<file path="src/rtl/fp_result_buffer_if.sv">
// fp_result_buffer_if
//   Data path between the floating-point adder, the result buffer and its
//   consumer.
//   master : testbench / system side. Drives the adder pair and the consumer ready.
//   slave  : fp_result_buffer side. Receives the pair and presents the head entry.
// Signals:
//   in_result[31:0], in_state[1:0], in_vld : adder result, status and res_vld
//   out_result[31:0], out_state[1:0]       : head entry (zero while out_vld is 0)
//   out_vld, out_rdy                       : consumer valid/ready handshake
interface fp_result_buffer_if;
  logic [31:0] in_result;
  logic [1:0]  in_state;
  logic        in_vld;
  logic [31:0] out_result;
  logic [1:0]  out_state;
  logic        out_vld;
  logic        out_rdy;

  modport master (
    output in_result, in_state, in_vld, out_rdy,
    input  out_result, out_state, out_vld
  );

  modport slave (
    input  in_result, in_state, in_vld, out_rdy,
    output out_result, out_state, out_vld
  );
endinterface

</file>
<file path="src/rtl/fp_result_buffer.sv">
// fp_result_buffer
//   Elastic show-ahead FIFO behind the pipelined FP adder. The adder cannot be
//   stalled, so a pair arriving while the FIFO is full and not popping is
//   dropped and recorded in overflow / drop_cnt.
//   Optional feature macro: FP_RESULT_STATS_EN builds the nan/inf/nul counters.
//   Without the macro those three ports are tied to 0.
// Ports:
//   clk       : rising-edge clock
//   rst       : synchronous active-low reset
//   bus       : fp_result_buffer_if.slave (adder input, consumer output)
//   count     : occupancy 0..DEPTH
//   full      : count == DEPTH
//   empty     : count == 0
//   overflow  : sticky, set when any pair was dropped
//   drop_cnt  : saturating count of dropped pairs
//   nan_cnt, inf_cnt, nul_cnt : saturating counts of accepted pairs per status
module fp_result_buffer #(
  parameter int DEPTH = 8,
  parameter int CNT_W = 16
) (
  input  logic                   clk,
  input  logic                   rst,
  fp_result_buffer_if.slave      bus,
  output logic [$clog2(DEPTH):0] count,
  output logic                   full,
  output logic                   empty,
  output logic                   overflow,
  output logic [CNT_W-1:0]       drop_cnt,
  output logic [CNT_W-1:0]       nan_cnt,
  output logic [CNT_W-1:0]       inf_cnt,
  output logic [CNT_W-1:0]       nul_cnt
);
  localparam int AW = $clog2(DEPTH);
  localparam int CW = AW + 1;

  logic [33:0]   mem [DEPTH];
  logic [AW-1:0] rd_ptr;
  logic [AW-1:0] wr_ptr;
  logic          push;
  logic          pop;
  logic          drop;
  logic [33:0]   head;

  assign full  = (count == CW'(DEPTH));
  assign empty = (count == '0);

  // A pop frees the slot in the same cycle, so a full FIFO still accepts.
  assign pop  = bus.out_vld && bus.out_rdy;
  assign push = bus.in_vld && (!full || pop);
  assign drop = bus.in_vld && full && !pop;

  assign head           = mem[rd_ptr];
  assign bus.out_vld    = !empty;
  assign bus.out_result = bus.out_vld ? head[31:0]  : 32'd0;
  assign bus.out_state  = bus.out_vld ? head[33:32] : 2'd0;

  // Storage carries no reset; a pair offered during reset is not written.
  always_ff @(posedge clk) begin
    if (rst && push) begin
      mem[wr_ptr] <= {bus.in_state, bus.in_result};
    end
  end

  always_ff @(posedge clk) begin
    if (!rst) begin
      rd_ptr   <= '0;
      wr_ptr   <= '0;
      count    <= '0;
      overflow <= 1'b0;
      drop_cnt <= '0;
    end else begin
      if (push) wr_ptr <= wr_ptr + AW'(1);
      if (pop)  rd_ptr <= rd_ptr + AW'(1);
      if (push && !pop) begin
        count <= count + CW'(1);
      end else if (pop && !push) begin
        count <= count - CW'(1);
      end
      if (drop) begin
        overflow <= 1'b1;
        if (drop_cnt != '1) drop_cnt <= drop_cnt + CNT_W'(1);
      end
    end
  end

`ifdef FP_RESULT_STATS_EN
  always_ff @(posedge clk) begin
    if (!rst) begin
      nan_cnt <= '0;
      inf_cnt <= '0;
      nul_cnt <= '0;
    end else if (push) begin
      case (bus.in_state)
        2'b01:   if (nan_cnt != '1) nan_cnt <= nan_cnt + CNT_W'(1);
        2'b10:   if (inf_cnt != '1) inf_cnt <= inf_cnt + CNT_W'(1);
        2'b11:   if (nul_cnt != '1) nul_cnt <= nul_cnt + CNT_W'(1);
        default: ;
      endcase
    end
  end
`else
  assign nan_cnt = '0;
  assign inf_cnt = '0;
  assign nul_cnt = '0;
`endif
endmodule

</file>
<file path="src/flat_wrapper.sv">
// flat-port wrapper written by rule: the top's interface ports become plain ports
module fp_result_buffer_flat 
#(
  parameter int DEPTH = 8,
  parameter int CNT_W = 16
)
  (clk, rst, count, full, empty, overflow, drop_cnt, nan_cnt, inf_cnt, nul_cnt, bus_in_result, bus_in_state, bus_in_vld, bus_out_rdy, bus_out_result, bus_out_state, bus_out_vld);
  fp_result_buffer_if bus_i ();
  input  logic clk;
  input  logic rst;
  output logic [$clog2(DEPTH):0] count;
  output logic full;
  output logic empty;
  output logic overflow;
  output logic [CNT_W-1:0] drop_cnt;
  output logic [CNT_W-1:0] nan_cnt;
  output logic [CNT_W-1:0] inf_cnt;
  output logic [CNT_W-1:0] nul_cnt;
  input wire logic [$bits(bus_i.in_result)-1:0] bus_in_result;
  input wire logic [$bits(bus_i.in_state)-1:0] bus_in_state;
  input wire logic [$bits(bus_i.in_vld)-1:0] bus_in_vld;
  input wire logic [$bits(bus_i.out_rdy)-1:0] bus_out_rdy;
  output wire logic [$bits(bus_i.out_result)-1:0] bus_out_result;
  output wire logic [$bits(bus_i.out_state)-1:0] bus_out_state;
  output wire logic [$bits(bus_i.out_vld)-1:0] bus_out_vld;
  assign bus_i.in_result = bus_in_result;
  assign bus_i.in_state = bus_in_state;
  assign bus_i.in_vld = bus_in_vld;
  assign bus_i.out_rdy = bus_out_rdy;
  assign bus_out_result = bus_i.out_result;
  assign bus_out_state = bus_i.out_state;
  assign bus_out_vld = bus_i.out_vld;
  fp_result_buffer #(.DEPTH(DEPTH), .CNT_W(CNT_W)) u_core (.clk(clk), .rst(rst), .bus(bus_i), .count(count), .full(full), .empty(empty), .overflow(overflow), .drop_cnt(drop_cnt), .nan_cnt(nan_cnt), .inf_cnt(inf_cnt), .nul_cnt(nul_cnt));
endmodule
</file>
<file path="config.mk">
export PLATFORM = sky130hd
export DESIGN_NAME = fp_result_buffer_flat
export DESIGN_NICKNAME = d
export VERILOG_FILES = /design/src/rtl/fp_result_buffer_if.sv /design/src/rtl/fp_result_buffer.sv /design/src/flat_wrapper.sv
export SDC_FILE = /design/constraint.sdc
export NUM_CORES = 1
export LEC_CHECK = 0
export CAP_MARGIN = 20
export CORE_MARGIN = 2
export CORE_UTILIZATION = 54
export DETAILED_ROUTE_END_ITERATION = 8
export HOLD_SLACK_MARGIN = 0.15
export PLACE_DENSITY = 0.82
export SYNTH_ARGS = -nofsm -noshare
export SYNTH_HDL_FRONTEND = slang
export SYNTH_SLANG_ARGS = --single-unit
</file>
<file path="constraint.sdc">
create_clock -name clk -period 5 [get_ports clk]
set_input_delay 1 -clock clk [delete_from_list [all_inputs] [get_ports clk]]
set_output_delay 1 -clock clk [all_outputs]
set_load 0.02 [all_outputs]
</file>
==> run metrics <==
outcome complete, no violations; Post-Syn Area 12200 sq um; Critical Path Slowest Stage Cell dfxtp_4; Worst R2R Start u_core.count[0]; Hold Violations, Final 0; hpwl dp between 10000 and 15000 um; Ant. Diodes 0; Setup CP Type register to output pin; Leak Pwr roughly 4.6 nW; most frequent cell after synthesis edfxtp_1; WL final about 24000 um; core footprint ~22000 sq um; DR iter-0 viols about 420; CTS max path bufs 3; Netlist cell types 44; Simple-Gate Fraction of Synth Area under 10%; 1st-pass router iterations 5; CP peak stage delay ~670 ps; Final Cycle Share between 80% and 90%; M1 GR Usage between 20% and 30%; synth top area cells edfxtp_1 67%, mux4_2 13%, dfxtp_1 4.9%; CP max FO 23; Yosys Warn Count 0; Peak VDD IR 340 uV; worst-skew pair later-pin latency 550 ps; Routed wire per std cell between 20 and 25 um; largest family of logic cells by synthesized area multiplexers; RSZ-0062 raised after global routing false; Cell Pwr Density between 400 and 500 nW/um^2; share of cells above drive strength 1 18.1%; EDFF count, synth between 200 and 300; relative slew slack 34.1%; CTS tree done; Rows between 50 and 60; initial antenna violation count 0; XOR/XNOR Fraction of Synth Area less than 1%; via count 6209; vias in the first global route 6414; total track usage around 20%; register area share after synthesis between 70 and 80%; post-synthesis compound-gate area fraction roughly 1.7%; H-tree levels 1; dpl cells just over 1000; clk slew on worst S/H paths ~60 ps; die footprint 23800 sq um; Final Wtd Congestion 0.776; Setup WS pre-CTS between 1000 and 1500 ps; Clock Skews around 13 ps; root buf cell clkbuf_16; maximum capacitance violations 0; number of post-CTS setup repair buffers 0; Num CTS Buffers 30; min-delay src u_core.rd_ptr[1]; synth cell count leaders 272 x edfxtp_1, 68 x mux4_2, 50 x nor2_1; cts hold-fix bufs 0; gr ovfl total 0; worst min path class register to register; Avg Cell Area, Syn approximately 18 sq um; Buffers on Ports 95; Initial Util between 50 and 60%; first-pass GRT wire length around 36000 um; NumNets Final 816; Worst Max-Slew Pin Slew 988 ps; Cells after Synth approximately 660; Die W roughly 150 um; Area Growth Syn to Fin 17.7%; Die Y-Extent between 150 and 200 um; largest net degree at the start of global routing just under 70; io pins about 140; Worst setup EP type output pin; Finished Layout Cells 1074; WP data required about 4000 ps; WP buf/inv 2; global routing's busiest layer met2; met2 usage 34.4%; Final Setup Violations 0; Post-DRT Antenna Nets 0; Crit path max-delay family buffers and inverters; fmax 245 MHz; top_reg_cell synth edfxtp_1; clock sinks ~300; post-layout instance area 14300 sq um; Cell Area, Placed around 13000 sq um; Setup TNS 0 ps; Adder-Cell Fraction of Synth Area less than 1%; met3 Use GR 3.67%; Worst EP arrival between 3000 and 4000 ps; CTS resizes 0; cell taking the most area after synthesis edfxtp_1; Vias/cell between 5 and 6; synthesized flop and latch total 302; final count of pins violating max slew 0; Hold WS around 480 ps; # DRC 0; fin crit period 4080 ps; Synth top area share about two thirds; Final Worst Setup Slack slightly above 900 ps; element type at the critical path start register; mux cell area share after synthesis approximately 16%; worst-path cell chain buf_4 -> mux4_2 -> mux2i_1 -> nor2_1 -> clkdlybuf4s50_1; fraction of registers with async set/reset 0%
## layout by cell type (no fill, tap or decap), types with 2 or more instances in the layout
| cell | netlist | final |
|---|---|---|
| clkbuf_1 | 19 | 6 |
| edfxtp_1 | 272 | 272 |
| mux4_2 | 68 | 68 |
| a31oi_1 | 2 | 2 |
| buf_4 | 48 | 11 |
| bufinv_16 | 0 | 3 |
| nor3_1 | 6 | 2 |
| nand2b_1 | 6 | 6 |
| nand2_1 | 17 | 17 |
| clkdlybuf4s50_1 | 0 | 95 |
| clkinv_1 | 1 | 6 |
| dfxtp_1 | 30 | 27 |
| nor3_2 | 0 | 4 |
| nand3_1 | 8 | 8 |
| and4_1 | 2 | 2 |
| mux2i_1 | 41 | 41 |
| dfxtp_4 | 0 | 2 |
| or3_1 | 3 | 3 |
| o31ai_1 | 7 | 7 |
| nor2_1 | 50 | 46 |
| a21oi_1 | 16 | 16 |
| ha_1 | 6 | 6 |
| nand4_4 | 2 | 2 |
| clkbuf_16 | 0 | 31 |
| clkinv_2 | 0 | 8 |
| conb_1 | 1 | 48 |
| clkinv_4 | 1 | 2 |
| o21ai_0 | 5 | 5 |
| nand4_1 | 6 | 6 |
| or4_1 | 7 | 7 |
| inv_1 | 7 | 7 |
| xor2_1 | 3 | 3 |
| nor2_4 | 0 | 4 |
## through the flow
stage                     util, %  total power, mW
after floorplan                 -             4.15
after global placement       60.8             4.73
after detailed placement     60.8             4.78
after CTS                    65.2             6.95
after global routing         65.3             7.20
final                        65.3             6.91
## cell type report
class                   count  area [sq um]
clock buffers              37           798
clock inverters            18           165
fillers                  1452          7620
inverters                   9          38.8
multi-input cells         320          3130
flip-flops and latches    302          8780
well taps                 280           350
repair buffers            108          1080
## logic make-up (layout without fill, tap and decap cells)
family,Yosys count,after routing
multiplexers,109,109
buffers and inverters,87,172
adder cells (fa/ha/maj),7,7
other,1,48
AND/OR/NAND/NOR,118,118
AO/OA/AOI/OAI,34,34
flip-flops,302,302
XOR/XNOR,4,4
## path summary, 6_finish.rpt
| path | cells after the start | slack (ps) | to |
|---|---|---|---|
| setup / recovery | 5 | 920 | bus_out_result[1] |
| hold / removal | 2 | 480 | register |
| setup reg to reg | 10 | 1890 | u_core.count[3] |
| hold reg to reg | 2 | 480 | register |
## flip-flops by register name, indices dropped and copies added (netlist names), named ones only
name and flops:
u_core.mem 272, u_core.count 4, u_core.wr_ptr 3, u_core.overflow 1, u_core.rd_ptr 3, u_core.drop_cnt 16
## routing by layer
metal / vias to the layer above / part of all wire, %
met1: 3162 / 40
met5: - / 0
met3: 40 / 6.7
met2: 264 / 50
li1: 2743 / -
met4: 0 / 2.3
## tightest hold or removal path: cells and delay by family (launching register included)
kind | cells | cell delay, ps
AND/OR/NAND/NOR | 1 | 50
AO/OA/AOI/OAI | 1 | 70
flip-flops | 1 | 320
## where the power goes
part,total [mW],internal (mW),switching (mW),leakage (nW)
sequential,2.98,2.83,0.148,2.70
combinational,1.76,0.917,0.844,1.39
clock,2.18,1.28,0.895,0.475
total,6.91,5.03,1.89,4.57
(Power assumes the default switching activity.)
